<file path="config.mk">
export PLATFORM = sky130hd
export DESIGN_NAME = ram_reset_seq
export DESIGN_NICKNAME = d
export VERILOG_FILES = /design/src/rtl/ram_reset_pkg.sv /design/src/rtl/bit_sync.sv /design/src/rtl/ram_reset_seq.sv
export SDC_FILE = /design/constraint.sdc
export NUM_CORES = 1
export LEC_CHECK = 0
export BUFFER_PORTS_ARGS = -buffer_cell sky130_fd_sc_hd__buf_2
export CORE_UTILIZATION = 55
export CTS_CLUSTER_DIAMETER = 50
export DETAILED_ROUTE_END_ITERATION = 10
export PLACE_DENSITY_LB_ADDON = 0.12
export SETUP_SLACK_MARGIN = 0.02
export SLEW_MARGIN = 20
export SYNTH_ARGS = -nofsm -noshare
export SYNTH_HDL_FRONTEND = slang
export SYNTH_HIERARCHICAL = 1
export SYNTH_SLANG_ARGS = --single-unit
</file>
<file path="constraint.sdc">
create_clock -name clkin -period 2.4 [get_ports clkin]
set_clock_uncertainty 0.05 [all_clocks]
set_input_delay 0.12 -clock clkin [delete_from_list [all_inputs] [get_ports clkin]]
set_output_delay 0.12 -clock clkin [all_outputs]
set_load 0.02 [all_outputs]
</file>
<file path="src/rtl/ram_reset_pkg.sv">
// Shared definitions for the SDRAM PLL reset/power-up sequencer.
// Covers state encodings, default 48 MHz cycle budgets and retry counter helpers.
package ram_reset_pkg;

    localparam logic [2:0] ST_PLLRST   = 3'd0;
    localparam logic [2:0] ST_WAITLOCK = 3'd1;
    localparam logic [2:0] ST_STABLE   = 3'd2;
    localparam logic [2:0] ST_PWRUP    = 3'd3;
    localparam logic [2:0] ST_RUN      = 3'd4;

    // Default cycle budgets, counted on the 48 MHz board clock.
    localparam int DEF_PLL_RST_CYCLES      = 16;
    localparam int DEF_LOCK_STABLE_CYCLES  = 1024;
    localparam int DEF_LOCK_TIMEOUT_CYCLES = 48000;
    localparam int DEF_PWRUP_CYCLES        = 9600;
    localparam int DEF_CNT_W               = 16;

    localparam int RETRY_W = 4;

    function automatic int max4(input int a, input int b, input int c, input int d);
        int m;
        m = a;
        if (b > m) m = b;
        if (c > m) m = c;
        if (d > m) m = d;
        return m;
    endfunction

    function automatic logic [RETRY_W-1:0] retry_inc(input logic [RETRY_W-1:0] v);
        return (&v) ? v : v + RETRY_W'(1);
    endfunction

endpackage

</file>
<file path="src/rtl/bit_sync.sv">
// Generic N-flop single-bit synchroniser with synchronous active-high reset to 0.
// Also reused by the highClk/sdramClk consumers of sysReset.
module bit_sync #(
    parameter int STAGES = 2
) (
    input  logic clk,
    input  logic reset,
    input  logic d,
    output logic q
);

    if (STAGES < 2) begin : g_stages_check
        $error("bit_sync: STAGES must be at least 2");
    end

    logic [STAGES-1:0] sync_q;
    logic [STAGES-1:0] sync_d;

    always_comb begin
        sync_d = {sync_q[STAGES-2:0], d};
    end

    always_ff @(posedge clk) begin
        if (reset) begin
            sync_q <= '0;
        end else begin
            sync_q <= sync_d;
        end
    end

    assign q = sync_q[STAGES-1];

endmodule

</file>
<file path="src/rtl/ram_reset_seq.sv">
// Reset/power-up sequencer downstream of the SDRAM PLL, clocked by the 48 MHz board clock.
// Pulses the PLL reset, waits for stable lock and the SDRAM power-up delay, then releases sysReset.
module ram_reset_seq
    import ram_reset_pkg::*;
#(
    parameter int PLL_RST_CYCLES      = DEF_PLL_RST_CYCLES,
    parameter int LOCK_STABLE_CYCLES  = DEF_LOCK_STABLE_CYCLES,
    parameter int LOCK_TIMEOUT_CYCLES = DEF_LOCK_TIMEOUT_CYCLES,
    parameter int PWRUP_CYCLES        = DEF_PWRUP_CYCLES,
    parameter int CNT_W               = DEF_CNT_W
) (
    input  logic               clkin,
    input  logic               reset,
    input  logic               locked,
    output logic               pllReset,
    output logic               sysReset,
    output logic               ready,
    output logic               sdramInitReq,
    output logic [RETRY_W-1:0] retryCount,
    output logic [2:0]         state
);

    localparam int MAX_CYCLES = max4(PLL_RST_CYCLES, LOCK_STABLE_CYCLES,
                                     LOCK_TIMEOUT_CYCLES, PWRUP_CYCLES);

    if ((longint'(MAX_CYCLES) - 1) >= (longint'(1) << CNT_W)) begin : g_cnt_w_check
        $error("ram_reset_seq: CNT_W too narrow for the largest cycle parameter");
    end

    localparam logic [CNT_W-1:0] PLL_LAST     = CNT_W'(PLL_RST_CYCLES - 1);
    localparam logic [CNT_W-1:0] STABLE_LAST  = CNT_W'(LOCK_STABLE_CYCLES - 1);
    localparam logic [CNT_W-1:0] TIMEOUT_LAST = CNT_W'(LOCK_TIMEOUT_CYCLES - 1);
    localparam logic [CNT_W-1:0] PWRUP_LAST   = CNT_W'(PWRUP_CYCLES - 1);

    logic               lock_sync;
    logic [2:0]         state_q,     state_d;
    logic [CNT_W-1:0]   cnt_q,       cnt_d;
    logic [RETRY_W-1:0] retry_q,     retry_d;
    logic               pll_reset_q, pll_reset_d;
    logic               sys_reset_q, sys_reset_d;
    logic               ready_q,     ready_d;
    logic               init_req_q,  init_req_d;

    // locked is asynchronous to clkin; the FSM only ever looks at lock_sync.
    bit_sync #(.STAGES(2)) u_lock_sync (
        .clk   (clkin),
        .reset (reset),
        .d     (locked),
        .q     (lock_sync)
    );

    // NOTE: every signal gets a default before the case, so no path can leave it unassigned and infer a latch.
    always_comb begin
        state_d    = state_q;
        cnt_d      = cnt_q;
        retry_d    = retry_q;
        init_req_d = 1'b0;

        case (state_q)
            ST_PLLRST: begin
                if (cnt_q == PLL_LAST) begin
                    state_d = ST_WAITLOCK;
                    cnt_d   = '0;
                end else begin
                    cnt_d = cnt_q + CNT_W'(1);
                end
            end
            ST_WAITLOCK: begin
                if (lock_sync) begin
                    state_d = ST_STABLE;
                    cnt_d   = '0;
                end else if (cnt_q == TIMEOUT_LAST) begin
                    state_d = ST_PLLRST;
                    cnt_d   = '0;
                    retry_d = retry_inc(retry_q);
                end else begin
                    cnt_d = cnt_q + CNT_W'(1);
                end
            end
            ST_STABLE: begin
                // A lock drop here is treated as a glitch: re-wait for lock, no retry.
                if (!lock_sync) begin
                    state_d = ST_WAITLOCK;
                    cnt_d   = '0;
                end else if (cnt_q == STABLE_LAST) begin
                    state_d = ST_PWRUP;
                    cnt_d   = '0;
                end else begin
                    cnt_d = cnt_q + CNT_W'(1);
                end
            end
            ST_PWRUP: begin
                if (!lock_sync) begin
                    state_d = ST_PLLRST;
                    cnt_d   = '0;
                    retry_d = retry_inc(retry_q);
                end else if (cnt_q == PWRUP_LAST) begin
                    state_d    = ST_RUN;
                    cnt_d      = '0;
                    init_req_d = 1'b1;
                end else begin
                    cnt_d = cnt_q + CNT_W'(1);
                end
            end
            ST_RUN: begin
                if (!lock_sync) begin
                    state_d = ST_PLLRST;
                    cnt_d   = '0;
                    retry_d = retry_inc(retry_q);
                end
            end
            default: begin
                state_d = ST_PLLRST;
                cnt_d   = '0;
            end
        endcase

        // Outputs decode the next state so they change on the same edge as state_q.
        pll_reset_d = (state_d == ST_PLLRST);
        sys_reset_d = (state_d != ST_RUN);
        ready_d     = (state_d == ST_RUN);
    end

    // NOTE: sequential state uses non-blocking assignments so every flop samples pre-edge values.
    always_ff @(posedge clkin) begin
        if (reset) begin
            state_q     <= ST_PLLRST;
            cnt_q       <= '0;
            retry_q     <= '0;
            pll_reset_q <= 1'b1;
            sys_reset_q <= 1'b1;
            ready_q     <= 1'b0;
            init_req_q  <= 1'b0;
        end else begin
            state_q     <= state_d;
            cnt_q       <= cnt_d;
            retry_q     <= retry_d;
            pll_reset_q <= pll_reset_d;
            sys_reset_q <= sys_reset_d;
            ready_q     <= ready_d;
            init_req_q  <= init_req_d;
        end
    end

    assign pllReset     = pll_reset_q;
    assign sysReset     = sys_reset_q;
    assign ready        = ready_q;
    assign sdramInitReq = init_req_q;
    assign retryCount   = retry_q;
    assign state        = state_q;

endmodule

</file>
==> impl_results.md, run 1 <==
* Worst setup SP type: flip-flop
* Final Max Slew Viols at 0
* CTS Buffer Depth at 2
* Htree depth at 2
* Fin nets at roughly 200
* Core Rows at 18
* Most used cell, CP: or4_4
* Grt ovf at 0
* Iter 0 DRT Violations at 47
* Power Dens Cells at roughly 500 nW/um^2
* Core Region at about 2500 sq um
* Synth area leader: dfxtp_1
* Sequential area share after synthesis at 0.379
* Fin crit share at 0.932
* Leak at around 0.67 nW
* Number of clock sinks at 29
* Hold/Removal Path Class: primary input to flip-flop
* Crit Path Class: flip-flop to flip-flop
* Final Util at 0.667
* Tmin final at 2.24 ns
* Slew Limit Headroom at 0.650
* N_diodes at 0
* Commonest cells post-synth: dfxtp_1, nand2_1, nor2_1
* Post-Syn Instances at ~170
* Max-Cap Viols at 0
* Final wirelength at approximately 3.1 mm
* GPL Wtd Cong at 0.881
* Share of the synthesized area in the top cell type at 0.379
* Mapped Area at around 1500 sq um
* Die height at 54.8 microns
* GRT Total Usage at 0.237
* Fill cells at roughly 220
* I/O Pins at 14
* Final HPWL DP at about 2.2 mm
* Syn nets at 179
* Share of cells above drive strength 1 at 0.172
* Top-count cell post-synth: dfxtp_1
* Max VDD drop at between 0.4 and 0.5 mV
* Crit path max-delay cell type: or4_4
* Multi-input gate area at 887 sq um
* Initial antenna violation count at 0
* Vias in the first global route at 1070
* CP endpoint kind: flip-flop
* Reg clk slew, reported paths at approximately 0.09 ns
* Main synth FF type: dfxtp_1
* Post-synth EDFFs at 0
* CP Cell Sequence: or4_4 > nor3_2 > a21oi_1 > or4_4 > a311oi_2 > nor3_1
* Area contributors post-synth: dfxtp_1, nand2_1, nand3_1
* Number of port buffers at 13
* Synth cell types at 47
* Final setup margin at roughly 0.16 ns
* Final Hold Vio Count at 0
* Register area at ~580 sq um
* Setup TNS at 0 ns
* Routed Antenna Nets at 0
* Largest fanout on the critical path at 7
* WL/cell at between 10 and 15 microns
* Die ar. at 3000 sq um
* CTS tree: built
* DRT Pass-1 Iters at 4
* R2R cell count at 6
* Mean post-synth cell area at between 8 and 9 sq um
* Synth warnings at 6
* Post-synth ARST share at 0
* Largest net degree at the start of global routing at 20
* Hold_ws at approximately 0.11 ns
* Final setup fails at 0
* # DRC at 0
* Die X at ~55 microns
* Clk root buf: clkbuf_4
* Slowest stage delay, CP at ~0.56 ns
* Initial Util at 0.602
* #FFs+latches synth at 29
* CP required at 2.55 ns
* Pre-CTS WS at around 0.12 ns
* Worst-margin pin slew at 0.524 ns
* Worst hold path stage count at 2
* Unrepaired setup endpoints after global routing: no
* Synth-to-Final Area Change at 10.8%
* Clock Latency Late Sink at roughly 0.33 ns
* Routed vias at 1371
* Status: finished clean
* Worst Path Arrival at between 2 and 2.5 ns
* Max Freq at ~450 MHz
* Wire length of the first global-routing pass at slightly below 5 mm
* CTS buffer count at 5
* Vias per cell at slightly above 6
[state kept, by name (all words and copies together), names as in the netlist]
register	flops
state	3
sdramInitReq	1
ready	1
u_lock_sync/sync_q	2
cnt_q	16
sysReset	1
retryCount	4
pllReset	1
[metrics by stage]
stage	cell area [sq um]	power, mW	instances
2_1_floorplan	1530	0.532	174
3_3_place_gp	1610	0.535	213
3_5_place_dp	1610	0.537	213
4_1_cts	1680	0.831	221
5_1_grt	1700	0.863	222
6_report	1700	0.825	222
[layer usage]
layer	up-vias	share of wire	global-route usage	routed length [microns]
li1	685	-	-	-
met1	650	0.47	0.304	1490
met2	28	0.47	0.351	1480
met3	8	0.033	0.0583	103
met4	0	0.025	0.145	78
met5	-	0	0	0
[layout make-up]
cell class,instances,area share
inverters,3,0.00664
flip-flops and latches,29,0.342
multi-input cells,134,0.523
repair buffers,19,0.0737
well taps,30,0.0221
clock buffers,7,0.0324
[power by group]
group / switching, mW / internal [mW] / total [mW]
registers: 0.00673 / 0.487 / 0.493
logic: 0.0202 / 0.0178 / 0.0381
clock network: 0.156 / 0.138 / 0.294
total: 0.183 / 0.642 / 0.825
[cells by family (layout without fill, tap and decap cells)]
logic type / count (synthesis) / after routing / share of synthesized area
simple gates: 86 / 86 / 0.308
compound gates: 38 / 38 / 0.203
flops: 29 / 29 / 0.379
buf+inv: 11 / 29 / 0.0417
mux: 5 / 5 / 0.0343
xor+xnor: 3 / 3 / 0.0172
fa+ha+maj: 2 / 2 / 0.0163
[critical path: cells and delay by family (launching register included)]
kind,cells,cell delay (ns)
compound gates,2,0.40
flops,1,0.39
simple gates,4,1.27
[layout by cell type, fill, tap and decap left out, drive strengths merged, types with 2 or more instances in the layout]
cell	n
buf	18
a211oi	2
a21o	5
inv	3
nand2	20
ha	2
o21a	2
nand3	13
o21ai	4
nand4	4
nand2b	3
o311ai	4
nor4	2
nor3	6
xor2	3
dfxtp	29
or2	2
a22o	5
a21oi	5
nor2	15
or4	2
or3	5
clkbuf	7
mux2i	3
nor3b	4
a31oi	3
nor2b	5
mux2	2
[final timing paths]
kind	startpoint	end	slack [ns]
min	reset	cnt_q[1]$_SDFFE_PP0P_	0.11
max	cnt_q[13]$_SDFFE_PP0P_	pllReset$_SDFF_PP1_	0.16
min reg2reg	u_lock_sync/sync_q[0]$_SDFF_PP0_	u_lock_sync/sync_q[1]$_SDFF_PP0_	0.41
max reg2reg	cnt_q[13]$_SDFFE_PP0P_	pllReset$_SDFF_PP1_	0.16
[repair_timing]
| item | in CTS | in global routing |
|---|---|---|
| endpoints found under the setup margin | 0 | 10 |
| endpoints found under the hold margin | 1 | 0 |
| resized for setup | 0 | 0 |
| buffers inserted | 0 | 1 |
| hold buffers | 1 | 0 |
No activity file was read; power rests on OpenSTA's default activity.
==> inputs of run 2 (changes only) <==
CELL_PAD_IN_SITES_DETAIL_PLACEMENT = 1   (was default)
CELL_PAD_IN_SITES_GLOBAL_PLACEMENT = 2   (was default)
CORE_MARGIN = 2   (was default)
CORE_UTILIZATION = 36   (was 55)
==> run 2 against run 1 <==
Compared with the run above:
- register-to-register slack barely moved
- clock-buffer cell count fell by 1
- worst hold slack improved by 0.067 ns
- non-clock buffer count rose by 4
- routed wire length rose by 25%
- critical path depth did not move
- flip-flop and latch count did not move
- sequential share of layout area fell by 1.5 points
- cell count rose by 11%
- die area rose by 60%
- critical path type unchanged
- critical endpoint unchanged
==> impl_results.md, run 2 (synthesized netlist as in run 1, its figures left out) <==
* I/O Pins at 14 (unchanged)
* CTS tree: built
* Commonest non-fill, non-tap cell in the layout: dfxtp_1
* Worst hold start: reset
* Slew Limit Headroom at 0.622 (-0.0276)
* # DRC at 0 (unchanged)
* Routed vias at 1354 (-1.2%)
* CP endpoint kind: flip-flop
* CP required at 2.50 ns (-0.05 ns)
* CP Buf/Inv Count at 0 (unchanged)
* Grt ovf at 0 (unchanged)
* Fin crit share at 0.934 (+0.00170)
* Crit Path Class: flip-flop to flip-flop
* Hold/Removal Path Class: primary input to flip-flop
* Die ar. at 4790 sq um (+60%)
* Fill cells at 487 (+120%)
* Vias in the first global route at 1350 (+26%)
* Die X at 69.2 microns (+26%)
* Power Dens Cells at 518 nW/um^2 (+6.4%)
* Vias per cell at 5.48 (-11%)
* CP startpoint: cnt_q[13]$_SDFFE_PP0P_
* R2r endpoint: pllReset$_SDFF_PP1_
* Die height at 69.2 microns (+26%)
* Final Util at 0.439 (-0.228)
* Reg2Reg Setup Slack at 0.16 ns (about the same)
* Most frequent cells in the layout: dfxtp_1, nand2_1, nor2_1
* Seq pwr share at 0.538 (-0.060)
* Top routing layer in use: met4
* Max-Cap Viols at 0 (unchanged)
* CTS buffer count at 5 (unchanged)
* Reg clk slew, reported paths at 0.07 ns (-0.02 ns)
* Largest reg by FF count: cnt_q
* Initial Util at 0.377 (-0.224)
* Clk root buf: clkbuf_8
* R2R cell count at 6 (unchanged)
* Final wirelength at 3.93 mm (+25%)
* DRT Pass-1 Iters at 4 (unchanged)
* Switching pwr at 0.217 mW (+18%)
* Unrepaired setup endpoints after global routing: no
* Worst-margin pin slew at 0.565 ns (+0.0413 ns)
* GPL Wtd Cong at 0.830 (-5.7%)
* Htree depth at 2 (unchanged)
* Largest delay share family, worst path: simple AND/OR/NAND/NOR gates
* Share of cells above drive strength 1 at 0.218 (+0.0464)
* Worst Path Arrival at 2.35 ns (-0.04 ns)
* Slowest stage delay, CP at 0.57 ns (about the same)
* Initial antenna violation count at 0 (unchanged)
* Reg2reg start: cnt_q[13]$_SDFFE_PP0P_
* Switching Fraction at 0.235 (+0.0135)
* Wire length of the first global-routing pass at 6.68 mm (+37%)
* Number of port buffers at 13 (unchanged)
* Max reg flops at 16 (unchanged)
* Final HPWL DP at 2.86 mm (+29%)
* Routed wl met3 at 97 microns (-5.8%)
* WL/cell at 15.9 microns (+12%)
* Clock Latency Late Sink at 0.29 ns (-0.04 ns)
* CTS Buffer Depth at 2 (unchanged)
* Tmin final at 2.24 ns (+0.00409 ns)
* Setup TNS at 0 ns (unchanged)
* Worst hold path endpoint: cnt_q[1]$_SDFFE_PP0P_
* Leak at 0.696 nW (+4.5%)
* GRT Total Usage at 0.176 (-0.0614)
* Post-CTS Setup Bufs at 0 (unchanged)
* Worst setup SP type: flip-flop
* Final setup fails at 0 (unchanged)
* Routed Antenna Nets at 0 (unchanged)
* Power Internal at 0.705 mW (+9.8%)
* Max Freq at 446 MHz (-0.18%)
* Largest fanout on the critical path at 7 (unchanged)
* Core Rows at 23 (+5)
* Status: finished clean
* N_diodes at 0 (unchanged)
* Gate power share at 0.040 (-0.006)
* Fin nets at 201 (+2.0%)
* Largest net degree at the start of global routing at 20 (unchanged)
* Worst hold path stage count at 2 (unchanged)
* Final Max Slew Viols at 0 (unchanged)
* Most used cell, CP: or4_4
* CP Cell Sequence: or4_4 > nor3_2 > a21oi_1 > or4_4 > a311oi_2 > nor3_1
* Met1 WL at 1.91 mm (+28%)
* Max VDD drop at 0.239 mV (-46%)
* Core Region at 4060 sq um (+59%)
* Routed wl met2 at 1.87 mm (+26%)
* Number of clock sinks at 29 (unchanged)
* Synth-to-Final Area Change at 16.3%
* Final Hold Vio Count at 0 (unchanged)
* Clk pwr share at 0.422 (+0.066)
* Crit path max-delay cell type: or4_4
* Iter 0 DRT Violations at 50 (+6.4%)
-- run 2: cell count changes in the layout (fill, tap and decap cells not counted), moves of 2 or more --
cell      change
clkbuf_4      -5
dfxtp_2       +2
buf_4         +5
clkbuf_8      +4
dfxtp_1       -2
clkinv_2      +2
-- run 2: worst reg2reg max path: cells and delay by family, from the launching register on --
| kind | cells | cell delay (ns) |
|---|---|---|
| simple gates | 4 | 1.28 |
| compound gates | 2 | 0.39 |
| flops | 1 | 0.38 |
-- run 2: how the worst max path moves through the flow --
stage,slack [ns],end,cells after the start
after floorplan,0.21,cnt_q[11]$_SDFFE_PP0P_,7
after detailed placement,0.14,cnt_q[12]$_SDFFE_PP0P_,8
after CTS,0.08,cnt_q[12]$_SDFFE_PP0P_,8
final,0.16,pllReset$_SDFF_PP1_,6
after global placement,0.20,cnt_q[9]$_SDFFE_PP0P_,8
after global routing,0.04,pllReset$_SDFF_PP1_,6
-- run 2: cell type report --
type / count / area [sq um] / area share
Timing Repair Buffer: 23 / 143 / 0.0801
Inverter: 3 / 11.3 / 0.00632
Sequential cell: 29 / 583 / 0.327
Clock inverter: 2 / 10.0 / 0.00562
Clock buffer: 6 / 72.6 / 0.0408
Tap cell: 50 / 62.6 / 0.0351
Multi-Input combinational cell: 134 / 898 / 0.505
-- run 2: repair_timing --
| action | in CTS | in global routing |
|---|---|---|
| hold endpoints to repair | 1 | 0 |
| setup endpoints to repair | 0 | 15 |
| hold buffers | 1 | 0 |
| gates resized for setup | 0 | 5 |
-- run 2: metrics by stage --
stage	setup slack (ns)	instances	total power, mW	hold slack (ns)	instance area, sq um
detailed placement	0.139	238	0.541	0.296	1670
global placement	0.200	238	0.538	0.291	1670
global route	0.0422	247	0.974	0.205	1780
finish	0.159	247	0.922	0.175	1780
CTS	0.0810	247	0.935	0.177	1770
floorplan	0.206	174	0.532	0.142	1530
-- run 2: layer usage --
metal / GRT usage / up-vias
met3: 0.0465 / 7
met4: 0.0719 / 0
met1: 0.224 / 645
met5: 0 / -
li1: - / 689
met2: 0.281 / 13
-- run 2: power groups by stage --
stage                     Sequential, mW  Combinational [mW]  Clock [mW]
after detailed placement           0.505              0.0357           0
after global placement             0.505              0.0334           0
after floorplan                    0.502              0.0296           0
after global routing               0.496              0.0415       0.436
final                              0.496              0.0369       0.389
after CTS                          0.495              0.0370       0.403
==> inputs of run 3 (changes only) <==
CORE_UTILIZATION = 30   (was 36)
PLACE_DENSITY = 0.67   (was default)
PLACE_DENSITY_LB_ADDON = default   (was 0.12)
TNS_END_PERCENT = 20   (was default)
==> run 3 against run 2 <==
Compared with the run above:
- sequential power barely moved
- utilization is 6.8 points lower
- combinational power is 13% higher
- worst setup slack gained 0.028 ns
- register-to-register slack improved by 0.03 ns
- global-route usage shrank 1.4 points
- die area rose by 19%
- design area rose by 4.4%
- clock power is 38% higher
==> impl_results.md, run 3 (synthesized netlist as in run 1, its figures left out) <==
* Status: finished clean
* Grt ovf at 0 (unchanged)
* Vias in the first global route at 1419 (+5.1%)
* CP Buf/Inv Count at 0 (unchanged)
* Crit Path Class: flip-flop to flip-flop
* Largest net degree at the start of global routing at 20 (unchanged)
* Initial Util at 0.306 (-0.0717)
* Most frequent cells in the layout: dfxtp_1, nand2_1, nor2_1
* CP required at 2.51 ns (about the same)
* Number of port buffers at 13 (unchanged)
* Worst Path Arrival at 2.33 ns (-0.02 ns)
* Max-Cap Viols at 0 (unchanged)
* CP Cell Sequence: or4_4 > nor3_2 > a21oi_1 > or4_4 > a311oi_2 > nor3_1
* Die ar. at 5690 sq um (+19%)
* Hold/Removal Path Class: primary input to flip-flop
* Iter 0 DRT Violations at 33 (-34%)
* Largest delay share family, worst path: simple AND/OR/NAND/NOR gates
* N_diodes at 0 (unchanged)
* Commonest non-fill, non-tap cell in the layout: dfxtp_1
* GPL Wtd Cong at 0.800 (-3.6%)
* CTS tree: built
* Setup TNS at 0 ns (unchanged)
* Slowest stage delay, CP at 0.56 ns (about the same)
* I/O Pins at 14 (unchanged)
* GR peak layer: met2
* Leak at 0.716 nW (+2.9%)
* Largest reg by FF count: cnt_q
* Final Max Slew Viols at 0 (unchanged)
* Core Region at 5010 sq um (+23%)
* Power Dens Cells at 577 nW/um^2 (+12%)
* Multi-input gate area at 893 sq um (-0.56%)
* Fill cells at 615 (+26%)
* GRT Total Usage at 0.162 (-0.0136)
* Largest fanout on the critical path at 7 (unchanged)
* Vias per cell at 5.17 (-5.7%)
* Fin nets at 202 (+0.50%)
* Fin crit share at 0.922 (-0.0117)
* Clk root buf: clkbuf_8
* Final HPWL DP at 2.90 mm (+1.6%)
* # DRC at 0 (unchanged)
* CTS buffer count at 5 (unchanged)
* Number of clock sinks at 29 (unchanged)
* Crit path max-delay cell type: or4_4
* Final Hold Vio Count at 0 (unchanged)
* Synth-to-Final Area Change at 21.3%
* Hold_ws at 0.169 ns (-0.00598 ns)
* Worst-margin pin slew at 0.514 ns (-0.0518 ns)
* Routed vias at 1385 (+2.3%)
* Slew Limit Headroom at 0.657 (+0.0346)
* Register area at 583 sq um (unchanged)
* Reg2Reg Setup Slack at 0.19 ns (+0.03 ns)
* Unrepaired setup endpoints after global routing: no
* Share of cells above drive strength 1 at 0.227 (+0.00900)
* Final wirelength at 4.00 mm (+1.8%)
* R2R cell count at 6 (unchanged)
* Worst hold path endpoint: cnt_q[1]$_SDFFE_PP0P_
* R2r endpoint: pllReset$_SDFF_PP1_
* Wire length of the first global-routing pass at 6.88 mm (+3.0%)
* Htree depth at 2 (unchanged)
* Final setup fails at 0 (unchanged)
* Die X at 75.5 microns (+9.0%)
* Worst hold start: reset
* CTS Buffer Depth at 2 (unchanged)
* Reg clk slew, reported paths at 0.07 ns (about the same)
* Clock Latency Late Sink at 0.29 ns (about the same)
* Core Rows at 26 (+13%)
* Max reg flops at 16 (unchanged)
* Global routing usage on met2 at 0.258 (-0.0230)
* Worst setup SP type: flip-flop
* Max VDD drop at 0.282 mV (+18%)
* Initial antenna violation count at 0 (unchanged)
* Met1 usage at 0.209 (-0.0155)
* Die height at 75.5 microns (+9.0%)
* Reg2reg start: cnt_q[13]$_SDFFE_PP0P_
* CP endpoint kind: flip-flop
* GR Util met3 at 0.0450 (-0.00154)
* Most used cell, CP: or4_4
* DRT Pass-1 Iters at 4 (unchanged)
* Routed Antenna Nets at 0 (unchanged)
* Max Freq at 452 MHz (+1.3%)
* Worst hold path stage count at 2 (unchanged)
* Tmin final at 2.21 ns (-0.0282 ns)
* WL/cell at 14.9 microns (-6.1%)
* Post-CTS Setup Bufs at 0 (unchanged)
## run 3: worst reg2reg max path, delay by kind of cell (launching register included)
kind / cells / cell delay, ns
DFF: 1 / 0.36
and+or+nand+nor: 4 / 1.28
AOI/OAI and AO/OA: 2 / 0.40
## run 3: worst max-delay path by stage
stage	from	endpoint	slack, ns	depth (start not counted)
5_1_grt	cnt_q[0]$_SDFFE_PP0P_	pllReset$_SDFF_PP1_	0.05	8
3_3_place_gp	cnt_q[0]$_SDFFE_PP0P_	cnt_q[13]$_SDFFE_PP0P_	0.17	8
6_report	cnt_q[13]$_SDFFE_PP0P_	pllReset$_SDFF_PP1_	0.19	6
3_5_place_dp	cnt_q[0]$_SDFFE_PP0P_	cnt_q[13]$_SDFFE_PP0P_	0.13	8
2_1_floorplan	cnt_q[0]$_SDFFE_PP0P_	cnt_q[11]$_SDFFE_PP0P_	0.21	7
4_1_cts	cnt_q[0]$_SDFFE_PP0P_	cnt_q[13]$_SDFFE_PP0P_	0.06	8
## run 3: layer usage
layer | wire length [microns] | part of all wire
met1 | 1930 | 0.48
met2 | 1910 | 0.48
met3 | 108 | 0.027
met4 | 57 | 0.014
met5 | 0 | 0
## run 3: layout make-up
class | instances | area share
Clock buffer | 6 | 0.0444
Inverter | 3 | 0.00606
Clock inverter | 2 | 0.0202
Sequential cell | 29 | 0.314
Tap cell | 70 | 0.0471
Timing Repair Buffer | 24 | 0.0875
Multi-Input combinational cell | 134 | 0.481
## run 3: what timing repair did
action | in CTS | in global routing
hold buffers | 1 | 0
setup endpoints to repair | 0 | 13
hold endpoints to repair | 1 | 0
gates resized for setup | 0 | 5
## run 3: metrics by stage
stage,cell area [sq um],power (mW),util,instances,setup WS (ns)
6_report,1860,1.07,0.371,268,0.188
2_1_floorplan,1530,0.532,-,174,0.206
4_1_cts,1850,1.09,0.369,268,0.0644
3_3_place_gp,1720,0.542,0.343,259,0.168
3_5_place_dp,1720,0.545,0.343,259,0.129
5_1_grt,1860,1.12,0.371,268,0.0499
## run 3: power by group
part	internal [mW]	leakage [nW]	switching (mW)
Clock	0.337	0.0574	0.199
Combinational	0.0196	0.423	0.0219
Sequential	0.488	0.235	0.00705
